## src/rtl/udma_cfg_pkg.sv

```systemverilog
// Shared types and constants for the uDMA peripheral configuration bus master.
package udma_cfg_pkg;

    typedef enum logic [1:0] {
        IDLE  = 2'd0,
        ISSUE = 2'd1,
        RESP  = 2'd2
    } cfg_mst_state_e;

    localparam int CFG_ADDR_W     = 5;
    localparam int CFG_DATA_W     = 32;
    localparam int REG_IDX_LSB    = 2;
    localparam int PERIPH_IDX_LSB = 7;

endpackage

```

## src/rtl/udma_cfg_apb_master_if.sv

```systemverilog
// APB3 bus bundle between the SoC interconnect (master) and the cfg master (slave).
interface udma_cfg_apb_master_if #(
    parameter int AWIDTH = 12
);
    logic [AWIDTH-1:0] paddr;
    logic [31:0]       pwdata;
    logic              pwrite;
    logic              psel;
    logic              penable;
    logic [31:0]       prdata;
    logic              pready;
    logic              pslverr;

    modport master (
        output paddr, pwdata, pwrite, psel, penable,
        input  prdata, pready, pslverr
    );

    modport slave (
        input  paddr, pwdata, pwrite, psel, penable,
        output prdata, pready, pslverr
    );
endinterface

```

## src/rtl/udma_cfg_apb_master.sv

```systemverilog
// APB3 to uDMA cfg bridge: one cfg_valid beat per accepted APB transfer, with
// peripheral decode from the upper address bits and an optional ready timeout.
module udma_cfg_apb_master
    import udma_cfg_pkg::*;
#(
    parameter int APB_AWIDTH   = 12,
    parameter int N_PERIPH     = 4,
    parameter int PERIPH_IDX_W = 2,
    parameter int TIMEOUT      = 255
) (
    input  logic                      clk_i,
    input  logic                      rstn_i,
    udma_cfg_apb_master_if.slave      apb,
    output logic [CFG_DATA_W-1:0]     cfg_data_o,
    output logic [CFG_ADDR_W-1:0]     cfg_addr_o,
    output logic                      cfg_rwn_o,
    output logic [N_PERIPH-1:0]       cfg_valid_o,
    input  logic [32*N_PERIPH-1:0]    cfg_data_i,
    input  logic [N_PERIPH-1:0]       cfg_ready_i
);

    localparam int CNT_W = (TIMEOUT > 1) ? $clog2(TIMEOUT) : 1;
    localparam logic               TO_EN   = (TIMEOUT != 0);
    localparam logic [CNT_W-1:0]   TO_LAST = CNT_W'((TIMEOUT > 0) ? TIMEOUT - 1 : 0);

    cfg_mst_state_e            state_q, state_d;
    logic [CFG_ADDR_W-1:0]     addr_q, addr_d;
    logic [CFG_DATA_W-1:0]     data_q, data_d;
    logic                      rwn_q, rwn_d;
    logic [PERIPH_IDX_W-1:0]   idx_q, idx_d;
    logic [CNT_W-1:0]          cnt_q, cnt_d;
    logic [N_PERIPH-1:0]       valid_q, valid_d;
    logic                      pready_q, pready_d;
    logic                      pslverr_q, pslverr_d;
    logic [CFG_DATA_W-1:0]     prdata_q, prdata_d;

    logic                      setup_s;
    logic [PERIPH_IDX_W-1:0]   idx_s;
    logic                      idx_ok_s;
    logic [N_PERIPH-1:0]       onehot_s;
    logic                      sel_ready_s;
    logic [CFG_DATA_W-1:0]     sel_data_s;
    logic                      timeout_hit_s;
    logic                      unused_s;

    assign setup_s       = apb.psel & ~apb.penable;
    assign idx_s         = apb.paddr[PERIPH_IDX_LSB +: PERIPH_IDX_W];
    assign idx_ok_s      = ({1'b0, idx_s} < (PERIPH_IDX_W + 1)'(N_PERIPH));
    assign timeout_hit_s = TO_EN && (cnt_q == TO_LAST);
    assign unused_s      = ^apb.paddr;

    // Peripheral decode: one-hot request for the incoming index, ready/data mux for the latched one.
    always_comb begin
        onehot_s    = '0;
        sel_ready_s = 1'b0;
        sel_data_s  = '0;
        for (int k = 0; k < N_PERIPH; k++) begin
            if (idx_s == PERIPH_IDX_W'(k)) begin
                onehot_s[k] = 1'b1;
            end else begin
                onehot_s[k] = 1'b0;
            end
            if (idx_q == PERIPH_IDX_W'(k)) begin
                sel_ready_s = cfg_ready_i[k];
                sel_data_s  = cfg_data_i[k*32 +: 32];
            end else begin
                sel_ready_s = sel_ready_s;
                sel_data_s  = sel_data_s;
            end
        end
    end

    // Next-state and registered-output logic; response outputs are one-cycle pulses by default.
    always_comb begin
        state_d   = state_q;
        addr_d    = addr_q;
        data_d    = data_q;
        rwn_d     = rwn_q;
        idx_d     = idx_q;
        cnt_d     = cnt_q;
        valid_d   = '0;
        pready_d  = 1'b0;
        pslverr_d = 1'b0;
        prdata_d  = '0;
        case (state_q)
            IDLE: begin
                if (setup_s) begin
                    addr_d = apb.paddr[REG_IDX_LSB +: CFG_ADDR_W];
                    data_d = apb.pwdata;
                    rwn_d  = ~apb.pwrite;
                    idx_d  = idx_s;
                    if (idx_ok_s) begin
                        cnt_d   = '0;
                        valid_d = onehot_s;
                        state_d = ISSUE;
                    end else begin
                        pready_d  = 1'b1;
                        pslverr_d = 1'b1;
                        state_d   = RESP;
                    end
                end else begin
                    state_d = IDLE;
                end
            end
            ISSUE: begin
                // Ready is checked before the timeout so a late ready still completes cleanly.
                if (sel_ready_s) begin
                    prdata_d = rwn_q ? sel_data_s : 32'h0000_0000;
                    pready_d = 1'b1;
                    state_d  = RESP;
                end else if (timeout_hit_s) begin
                    pready_d  = 1'b1;
                    pslverr_d = 1'b1;
                    state_d   = RESP;
                end else begin
                    valid_d = valid_q;
                    if (cnt_q != {CNT_W{1'b1}}) begin
                        cnt_d = cnt_q + CNT_W'(1);
                    end else begin
                        cnt_d = cnt_q;
                    end
                end
            end
            RESP: begin
                state_d = IDLE;
            end
            default: begin
                state_d = IDLE;
            end
        endcase
    end

    // State and output registers with asynchronous clear.
    always_ff @(posedge clk_i or negedge rstn_i) begin
        if (!rstn_i) begin
            state_q   <= IDLE;
            addr_q    <= '0;
            data_q    <= '0;
            rwn_q     <= 1'b0;
            idx_q     <= '0;
            cnt_q     <= '0;
            valid_q   <= '0;
            pready_q  <= 1'b0;
            pslverr_q <= 1'b0;
            prdata_q  <= '0;
        end else begin
            state_q   <= state_d;
            addr_q    <= addr_d;
            data_q    <= data_d;
            rwn_q     <= rwn_d;
            idx_q     <= idx_d;
            cnt_q     <= cnt_d;
            valid_q   <= valid_d;
            pready_q  <= pready_d;
            pslverr_q <= pslverr_d;
            prdata_q  <= prdata_d;
        end
    end

    assign cfg_data_o  = data_q;
    assign cfg_addr_o  = addr_q;
    assign cfg_rwn_o   = rwn_q;
    assign cfg_valid_o = valid_q;
    assign apb.prdata  = prdata_q;
    assign apb.pready  = pready_q;
    assign apb.pslverr = pslverr_q;

endmodule
```

## src/flat_wrapper.sv

```systemverilog
// flat-port wrapper written by rule: the top's interface ports become plain ports
module udma_cfg_apb_master_flat import udma_cfg_pkg::*;
#(
    parameter int APB_AWIDTH   = 12,
    parameter int N_PERIPH     = 4,
    parameter int PERIPH_IDX_W = 2,
    parameter int TIMEOUT      = 255
)
  (clk_i, rstn_i, cfg_data_o, cfg_addr_o, cfg_rwn_o, cfg_valid_o, cfg_data_i, cfg_ready_i, apb_paddr, apb_pwdata, apb_pwrite, apb_psel, apb_penable, apb_prdata, apb_pready, apb_pslverr);
  udma_cfg_apb_master_if apb_i ();
  input  logic clk_i;
  input  logic rstn_i;
  output logic [CFG_DATA_W-1:0] cfg_data_o;
  output logic [CFG_ADDR_W-1:0] cfg_addr_o;
  output logic cfg_rwn_o;
  output logic [N_PERIPH-1:0] cfg_valid_o;
  input  logic [32*N_PERIPH-1:0] cfg_data_i;
  input  logic [N_PERIPH-1:0] cfg_ready_i;
  input wire logic [$bits(apb_i.paddr)-1:0] apb_paddr;
  input wire logic [$bits(apb_i.pwdata)-1:0] apb_pwdata;
  input wire logic [$bits(apb_i.pwrite)-1:0] apb_pwrite;
  input wire logic [$bits(apb_i.psel)-1:0] apb_psel;
  input wire logic [$bits(apb_i.penable)-1:0] apb_penable;
  output wire logic [$bits(apb_i.prdata)-1:0] apb_prdata;
  output wire logic [$bits(apb_i.pready)-1:0] apb_pready;
  output wire logic [$bits(apb_i.pslverr)-1:0] apb_pslverr;
  assign apb_i.paddr = apb_paddr;
  assign apb_i.pwdata = apb_pwdata;
  assign apb_i.pwrite = apb_pwrite;
  assign apb_i.psel = apb_psel;
  assign apb_i.penable = apb_penable;
  assign apb_prdata = apb_i.prdata;
  assign apb_pready = apb_i.pready;
  assign apb_pslverr = apb_i.pslverr;
  udma_cfg_apb_master #(.APB_AWIDTH(APB_AWIDTH), .N_PERIPH(N_PERIPH), .PERIPH_IDX_W(PERIPH_IDX_W), .TIMEOUT(TIMEOUT)) u_core (.clk_i(clk_i), .rstn_i(rstn_i), .apb(apb_i), .cfg_data_o(cfg_data_o), .cfg_addr_o(cfg_addr_o), .cfg_rwn_o(cfg_rwn_o), .cfg_valid_o(cfg_valid_o), .cfg_data_i(cfg_data_i), .cfg_ready_i(cfg_ready_i));
endmodule
```

## config.mk

```make
export PLATFORM = sky130hd
export DESIGN_NAME = udma_cfg_apb_master_flat
export DESIGN_NICKNAME = d
export VERILOG_FILES = /design/src/rtl/udma_cfg_pkg.sv /design/src/rtl/udma_cfg_apb_master_if.sv /design/src/rtl/udma_cfg_apb_master.sv /design/src/flat_wrapper.sv
export SDC_FILE = /design/constraint.sdc
export NUM_CORES = 1
export LEC_CHECK = 0
export CAP_MARGIN = 20
export CORE_UTILIZATION = 40
export DETAILED_ROUTE_END_ITERATION = 10
export GPL_ROUTABILITY_DRIVEN = 0
export MAX_ROUTING_LAYER = met4
export PLACE_DENSITY = 0.86
export SLEW_MARGIN = 25
export SYNTH_ARGS = -nofsm -noshare
export SYNTH_HDL_FRONTEND = slang
export SYNTH_SLANG_ARGS = --single-unit
```

## constraint.sdc

```tcl
create_clock -name clk_i -period 3.12 [get_ports clk_i]
set_input_delay 0.936 -clock clk_i [delete_from_list [all_inputs] [get_ports clk_i]]
set_output_delay 0.936 -clock clk_i [all_outputs]
set_load 0.05 [all_outputs]
```

==> metrics.yaml <==
logic_synthesis:
  synth_edf_count: 0
  synth-async-reset-ratio_pct: 100
  synth_compound_area_share_pct: 6.16
  synth-simple-area-share_pct: 19.1
  ys.flop_type: "dfrtp_1"
  synthAdderAreaFrac_pct: 0.604
  synth.area.mux_share_pct: 17.9
  yosys-top-cells-area: "dfrtp_1, mux4_2, nand2_1"
  ys_seq_area_share_pct: 53.2
  synth_top_family_by_area: "simple AND/OR/NAND/NOR gates"
  yosysWarnings: 0
  yosysUniqueCellTypes: 37
  synth.avg_cell_area_um2: 11.4
  syn_area_um2: 4140
  synth_area_leader_cell: "dfrtp_1"
  yosysMostFrequentCell: "nand2_1"
  syn_nets: 545
  ys_ff_latch: 88
  synth_cells: 362
  synth_common_cells: "nand2_1, dfrtp_1, mux4_2, nor2b_1, clkbuf_1"
  synth_xor_area_share_pct: 0
  synth_top_area_share_pct: 53.2
setup_path:
  critPathRequiredTime_ps: 2180
  cp.depth: 1
  startpoint: "u_core.cfg_rwn_o"
  crit_family: "buffers and inverters"
  crit_path_cell_trace: "clkdlybuf4s50_1"
  cp_max_fo: 3
  crit_path_end: "cfg_rwn_o"
  worstReg2RegEnd: "u_core.cnt_q[7]"
  crit_type: "reg -> out"
  worst-path-buf-inv: 1
  endpoint_kind: "primary output"
  rr_startpoint: "u_core.cnt_q[0]"
  r2r_cells: 6
  worstPathArrival_ps: 1560
  critPathMaxStageDelay_ps: 820
  cp_slowest_cell: "clkdlybuf4s50_1"
  rrSetupSlack_ps: 1200
  cp-start-kind: "flop"
finish:
  regArea_um2: 2200
  area_delta_synth_final_pct: 69.4
  drive_gt1_share_pct: 10.9
  final_cell_area_um2: 7020
  post-route-util_pct: 70.8
  multi_input_area_um2: 1820
  nNetsFinal: 791
  insertedDiodeCount: 0
  fillers: 690
floorplanning:
  core_area_um2: 9910
  start_util_pct: 41.8
  dieHeight_um: 104
  dieArea_um2: 10800
  pin_count: 257
  row_count: 36
  die_w_um: 104
timing:
  relSlewSlack_pct: 59.3
  fmax_mhz: 401
  fin_worst_skew_ps: 12.5
  rsz0062_at_grt: "false"
  worst_slack_ps: 628
  slew_violations: 0
  finalSetupViolations: 0
  tightest_slew_ps: 610
  fin_crit_ps: 2490
  timing_hold_violations_final: 0
  tns_ps: 0
  fin_crit_sh_pct: 79.9
clock_tree:
  worstSkewPairLatency_ps: 360
  cts_resized: 0
  clkTransAtPathRegs_ps: 90
  cts.sinks: 88
  ctsHoldBuffers: 0
  postCtsSetupBuffers: 0
  htreeDepth: 3
  cts_tree: "built"
  clock_path_buffers: 2
  numCtsBuffers: 9
  cts_root_buf: "clkbuf_8"
power:
  pwr-share-clk_pct: 15.6
  p_comb_share_pct: 55.2
  power.total_mw: 5.66
  p_sw_mw: 2.46
  internal-power_mw: 3.20
  power.density_nw_per_um2: 807
  ir_worst_vdd_v: 0.000478
  p_sw_share_pct: 43.4
  p_seq_share_pct: 29.2
  p_leak_nw: 3.01
hold_path:
  hold_class: "reg -> reg"
status:
  status: "completed"
global_route:
  grt_max_degree: 46
  grt_pass1_wl_um: 20000
  antenna_found_initial: 0
  first_global_vias: 3964
  grt_util_all_layers_pct: 24.6
  overflow: 0
placement:
  portBuffers: 251
  dp_hpwl_um: 9720
  dpl_cell_area_um2: 6790
  pre_cts_slack_ps: 336
routing:
  drtIter0Drc: 171
  drc: 0
  dr.pass1.iters: 4
  wl_um: 12500
  viasPerCell: 5.03
  dr_total_vias: 3753
  ant_nets: 0
  avgRoutedWirePerCell_um: 16.8
job:
  cap_violations: 0
-- routing by layer --
| layer | part of all wire [%] | wire length [µm] | vias up | global-route usage [%] |
|---|---|---|---|---|
| met5 | 0 | 0 | - | - |
| met2 | 53 | 6690 | 198 | 43.2 |
| li1 | - | - | 1731 | - |
| met3 | 7.6 | 954 | 18 | 6.42 |
| met1 | 37 | 4680 | 1806 | 26.8 |
| met4 | 1.6 | 202 | 0 | 8.88 |
-- worst min path at each step --
stage	from	endpoint	slack, ps	cells past startpoint
after global placement	u_core.cfg_addr_o[3]	u_core.cfg_addr_o[3]	460	2
after CTS	u_core.cfg_data_o[13]	u_core.cfg_data_o[13]	480	2
after detailed placement	u_core.cfg_addr_o[4]	u_core.cfg_addr_o[4]	460	2
final	u_core.cfg_data_o[21]	u_core.cfg_data_o[21]	480	2
after floorplan	u_core.cnt_q[6]	u_core.cnt_q[6]	470	1
after global routing	u_core.cfg_data_o[24]	u_core.cfg_data_o[24]	510	2
-- kinds of logic (layout without fill, tap and decap cells) --
logic type	count (synthesis)	count (layout)
AND/OR/NAND/NOR	180	180
flip-flops	88	88
multiplexers	33	33
buffers and inverters	30	281
AO/OA/AOI/OAI	29	29
adder cells (fa/ha/maj)	2	2
-- power by group through the flow --
stage / sequential (mW) / combinational, mW / clock (mW)
3_5_place_dp: 1.68 / 3.15 / 0
6_report: 1.65 / 3.13 / 0.883
2_1_floorplan: 2.69 / 1.07 / 0
4_1_cts: 1.65 / 3.15 / 0.899
5_1_grt: 1.69 / 3.30 / 0.949
3_3_place_gp: 1.65 / 3.09 / 0
-- layout make-up --
| type | instances | share of cell area (%) |
|---|---|---|
| Clock buffer | 9 | 1.77 |
| Tap cell | 133 | 2.37 |
| Sequential cell | 88 | 31.4 |
| Multi-Input combinational cell | 244 | 25.9 |
| Timing Repair Buffer | 258 | 36.7 |
| Inverter | 7 | 0.374 |
| Clock inverter | 7 | 1.44 |
-- sequential cells by signal (all words and copies together) (netlist names) --
signal / count
u_core.apb.prdata: 32
u_core.cfg_rwn_o: 1
u_core.state_q: 2
u_core.cfg_valid_o: 4
u_core.cfg_addr_o: 5
u_core.apb.pslverr: 1
u_core.cfg_data_o: 32
u_core.cnt_q: 8
u_core.apb.pready: 1
u_core.idx_q: 2
-- metrics by stage --
stage / std cells / hold slack (ps)
2_1_floorplan: 362 / 467
3_3_place_gp: 730 / 459
3_5_place_dp: 730 / 462
4_1_cts: 746 / 484
5_1_grt: 746 / 509
6_report: 746 / 481
-- cell usage in the layout (no fill, tap or decap), drive strengths merged, types with 2 or more instances in the layout --
cell,n
o31a,2
bufinv,2
nor2b,32
a21o,5
nand3,4
buf,8
and4,2
a211oi,3
a21oi,3
a31oi,3
nor2,7
o21ai,3
ha,2
mux4,33
nor3,3
a2111oi,2
dfrtp,88
and3,2
nand2,125
clkinvlp,2
inv,9
clkbuf,9
nand2b,2
clkdlybuf4s50,250
Power figures use the tool's default switching activity.
